[config.mk]
export PLATFORM = sky130hd
export DESIGN_NAME = lane_merge_4to1
export DESIGN_NICKNAME = d
export VERILOG_FILES = /design/src/rtl/lane_merge_4to1.sv
export SDC_FILE = /design/constraint.sdc
export NUM_CORES = 1
export LEC_CHECK = 0
export CORE_AREA = 3 3 115 128
export DETAILED_ROUTE_END_ITERATION = 12
export DIE_AREA = 0 0 118 131
export PLACE_DENSITY = 0.77
export SYNTH_ARGS = -nofsm -noshare
export SYNTH_HDL_FRONTEND = slang
export SYNTH_SLANG_ARGS = --single-unit
[constraint.sdc]
create_clock -name clk_in -period 2.95 [get_ports clk_in]
set_clock_uncertainty 0.05 [all_clocks]
set_input_delay 0.7375 -clock clk_in [delete_from_list [all_inputs] [get_ports clk_in]]
set_output_delay 0.7375 -clock clk_in [all_outputs]
set_load 0.01 [all_outputs]
[src/rtl/lane_merge_4to1.sv]
// Four-lane to one-stream merger: a small FIFO per lane, drained by a round-robin arbiter
// into a registered valid/ready output stage.
module lane_merge_4to1 #(
  parameter int unsigned DATA_W     = 8,
  parameter int unsigned FIFO_DEPTH = 4
) (
  input  logic              clk_in,
  input  logic              reset_in,
  input  logic [DATA_W-1:0] in_0,
  input  logic [DATA_W-1:0] in_1,
  input  logic [DATA_W-1:0] in_2,
  input  logic [DATA_W-1:0] in_3,
  input  logic              in_valid_0,
  input  logic              in_valid_1,
  input  logic              in_valid_2,
  input  logic              in_valid_3,
  output logic              in_ready_0,
  output logic              in_ready_1,
  output logic              in_ready_2,
  output logic              in_ready_3,
  output logic [DATA_W-1:0] data_out,
  output logic [1:0]        data_lane,
  output logic              data_valid,
  input  logic              out_ready,
  output logic [3:0]        overflow
);

  localparam int unsigned AddrW = $clog2(FIFO_DEPTH);
  localparam int unsigned PtrW  = AddrW + 1;

  logic [DATA_W-1:0] lane_data [4];
  logic [3:0]        lane_valid;
  logic [DATA_W-1:0] mem_q     [4][FIFO_DEPTH];
  logic [PtrW-1:0]   wr_ptr_q  [4];
  logic [PtrW-1:0]   rd_ptr_q  [4];
  logic [3:0]        full, empty, push, pop;

  logic [DATA_W-1:0] data_q;
  logic [1:0]        lane_q, last_q;
  logic              valid_q;
  logic [3:0]        overflow_q;

  logic              load_en, grant_vld;
  logic [1:0]        grant_idx, cand;

  assign lane_data[0] = in_0;
  assign lane_data[1] = in_1;
  assign lane_data[2] = in_2;
  assign lane_data[3] = in_3;
  assign lane_valid   = {in_valid_3, in_valid_2, in_valid_1, in_valid_0};

  always_comb begin
    for (int i = 0; i < 4; i++) begin
      full[i]  = (wr_ptr_q[i][AddrW] != rd_ptr_q[i][AddrW]) &&
                 (wr_ptr_q[i][AddrW-1:0] == rd_ptr_q[i][AddrW-1:0]);
      empty[i] = (wr_ptr_q[i] == rd_ptr_q[i]);
    end
  end

  // Full is pre-edge state, so a same-cycle pop never makes room for a push.
  assign push    = lane_valid & ~full;
  assign load_en = ~valid_q | out_ready;

  // Round-robin search starting one past the last granted lane.
  always_comb begin
    grant_vld = 1'b0;
    grant_idx = last_q;
    cand      = '0;
    for (int i = 0; i < 4; i++) begin
      cand = last_q + 2'(i + 1);
      if (!grant_vld && !empty[cand]) begin
        grant_vld = 1'b1;
        grant_idx = cand;
      end
    end
  end

  assign pop = (load_en && grant_vld) ? (4'b0001 << grant_idx) : 4'b0000;

  always_ff @(posedge clk_in) begin
    for (int i = 0; i < 4; i++) begin
      if (push[i]) begin
        mem_q[i][wr_ptr_q[i][AddrW-1:0]] <= lane_data[i];
      end
    end
  end

  always_ff @(posedge clk_in or posedge reset_in) begin
    if (reset_in) begin
      for (int i = 0; i < 4; i++) begin
        wr_ptr_q[i] <= '0;
        rd_ptr_q[i] <= '0;
      end
      overflow_q <= '0;
      data_q     <= '0;
      lane_q     <= '0;
      valid_q    <= 1'b0;
      last_q     <= 2'd3;
    end else begin
      for (int i = 0; i < 4; i++) begin
        if (push[i]) wr_ptr_q[i] <= wr_ptr_q[i] + PtrW'(1);
        if (pop[i])  rd_ptr_q[i] <= rd_ptr_q[i] + PtrW'(1);
      end
      overflow_q <= overflow_q | (lane_valid & full);
      if (load_en) begin
        valid_q <= grant_vld;
        if (grant_vld) begin
          data_q <= mem_q[grant_idx][rd_ptr_q[grant_idx][AddrW-1:0]];
          lane_q <= grant_idx;
          last_q <= grant_idx;
        end
      end
    end
  end

  assign in_ready_0 = ~full[0];
  assign in_ready_1 = ~full[1];
  assign in_ready_2 = ~full[2];
  assign in_ready_3 = ~full[3];
  assign data_out   = data_q;
  assign data_lane  = lane_q;
  assign data_valid = valid_q;
  assign overflow   = overflow_q;

endmodule

==> results.yml <==
clock_network:
  cts_made_buffers: 17
  cts-root-buf: "clkbuf_16"
  cts_buffer_depth: 2
  path_clk_slew_ns: 0.06
  clk_latency_ns: 0.42
  cts.sinks: 169
  postCtsHoldBufs: 0
  tritoncts: "built"
  htree_levels: 4
grt:
  grt_max_degree: 65
  overflow: 0
  grt_pass1_vias: 4295
  track_usage_pct: 20.14
  grt_pass1_wl_mm: 23.19
  antenna_found_initial: 0
yosys:
  ys_warn_count: 0
  syn-num-nets: 548
  avgSynthCellArea_um2: 15.09
  ys.flop_type: "edfxtp_1"
  yosysTopAreaCell: "edfxtp_1"
  yosysUniqueCellTypes: 44
  yosysTopAreaCellShare_pct: 52.08
  synth_edf_count: 128
  ys_seq_area_share_pct: 66.01
  synth-async-reset-ratio_pct: 24.26
  synth_most_common_cell: "edfxtp_1"
  synth_area_um2: 7381
  synth_area_leaders: "edfxtp_1 52%, dfrtp_1 13%, mux2_2 5.2%"
  synth_top_cells_by_count: "128 x edfxtp_1, 39 x dfrtp_1, 36 x mux2i_1"
  syn-instance-count: 489
  synth_seq_cells: 169
placement:
  gp_congestion: 0.7744
  port_buffers: 57
  hpwl_mm: 10.53
worst_setup_path:
  endpoint_kind: "flip-flop"
  cp-start-kind: "flip-flop"
  cp.required_ns: 3.20
  path_max_fanout: 8
  critPathKind: "reg2reg"
  worstPathArrival_ns: 3.08
detailed_routing:
  drt_iter0_drc: 448
  final_antenna_net_count: 0
  via_count: 4161
  vias_per_cell: 5.526
  wl_mm: 15.12
  drtPass1Iterations: 4
  wl_per_cell_um: 20.08
  drc: 0
floorplanning:
  die-area_um2: 15460
  start_util_pct: 53.95
  die_x_um: 118
  die_y_um: 131
  rows: 45
  core_um2: 13680
  io_pins: 58
job:
  max_cap_violations: 0
hold_path:
  min_path_type: "reg2reg"
layout:
  nets: 611
  drive_gt1_share_pct: 16.81
  antenna-diode-count: 0
  syn_to_final_growth_pct: 18.26
run_status:
  status: "complete, no violations"
timing:
  fin_crit_sh_pct: 95.76
  fin_crit_ns: 2.825
  drv_slew: 0
  hold_viol: 0
  worst_pin_slew_ns: 0.8106
  fmax_ghz: 0.3540
  setup_viol: 0
  holdWs_ns: 0.4279
  relSlewSlack_pct: 45.63
==> critical path, stage by stage (launching register included) <==
cell	delay, ns
dfrtp_1	0.43
xor2_1	0.35
nor3_2	0.10
nand2b_2	0.10
o21ai_1	0.08
o32a_2	0.49
mux2_4	0.33
and2_0	0.36
a221o_1	0.41
==> kinds of logic (layout without fill, tap and decap cells) <==
logic type,count (synthesis),after routing,share of synthesized area [%]
AOI/OAI and AO/OA,74,74,7.662
xor gates and xnor gates,28,28,3.831
adders and majority gates,20,20,3.390
buffers and inverters,36,112,2.458
DFF,169,169,66.01
muxes,75,75,10.93
and+or+nand+nor,87,87,5.713
==> through the flow <==
step | cells | utilization, % | cell area [um2] | setup slack, ns | TNS, ns
after floorplan | 489 | - | 7381 | 0.3954 | 0
after global placement | 721 | 59.75 | 8175 | 0.1405 | 0
after detailed placement | 721 | 59.75 | 8175 | 0.1430 | 0
after CTS | 753 | 63.66 | 8710 | 0.09697 | 0
after global routing | 753 | 63.80 | 8728 | -0.02077 | -0.05317
final | 753 | 63.80 | 8728 | 0.1250 | 0
==> cell type report <==
cell class,instances,area [um2]
clock buffers,23,457.9
well taps,188,235.2
repair buffers,66,675.6
multi-input cells,284,2359
flip-flops and latches,169,4872
inverters,14,52.55
clock inverters,9,76.32
fillers,1017,4954
==> path summary, 6_finish.rpt <==
check | endpoint | slack [ns] | startpoint | cells past startpoint
worst max-delay path | data_out[0] | 0.12 | rd_ptr_q[9] | 8
min in group asynchronous | rd_ptr_q[6] | 0.63 | reset_in | 2
worst min register to register | overflow[1] | 0.43 | overflow[1] | 1
worst max register to register | data_out[0] | 0.12 | rd_ptr_q[9] | 8
worst min-delay path | overflow[1] | 0.43 | overflow[1] | 1
max in group asynchronous | data_out[4] | 1.52 | reset_in | 3
==> metal layers <==
metal | GRT usage [%] | share of wire (%) | up-vias
met5 | 0 | 0 | -
met4 | 8.483 | 2.3 | 0
met3 | 4.090 | 4.4 | 23
met2 | 35.55 | 52 | 113
met1 | 24.51 | 41 | 2060
li1 | - | - | 1965
==> flip-flops by register name (all words and copies together), names as in the netlist <==
register,cells
overflow,4
data_lane,2
last_q,2
data_out,8
wr_ptr_q,12
data_valid,1
rd_ptr_q,12
mem_q,128
==> cells in the final DEF (no fill, tap or decap), types with 6 or more instances in the layout <==
cell type and n:
edfxtp_1 128, clkdlybuf4s50_1 57, dfrtp_1 39, mux2i_1 36, mux2_2 34, nand2_1 27
nor2_1 22, ha_1 20, clkbuf_16 17, o211ai_1 16, and3_1 16, inv_1 13
xor2_1 12, xnor2_1 10, a21oi_1 10, o21ai_1 9, a211o_1 8, a221o_1 8
o21ai_0 6, a211oi_2 6, buf_4 6
==> what timing repair did <==
| action | CTS | global route |
|---|---|---|
| resized for setup | 0 | 4 |
| setup buffers | 0 | 0 |
| endpoints found under the setup margin | 0 | 8 |
| endpoints found under the hold margin | 0 | 0 |
Power is left out: the tool's default activity adds up to more than one toggle a clock period on the data nets, which glitch-free logic cannot reach.
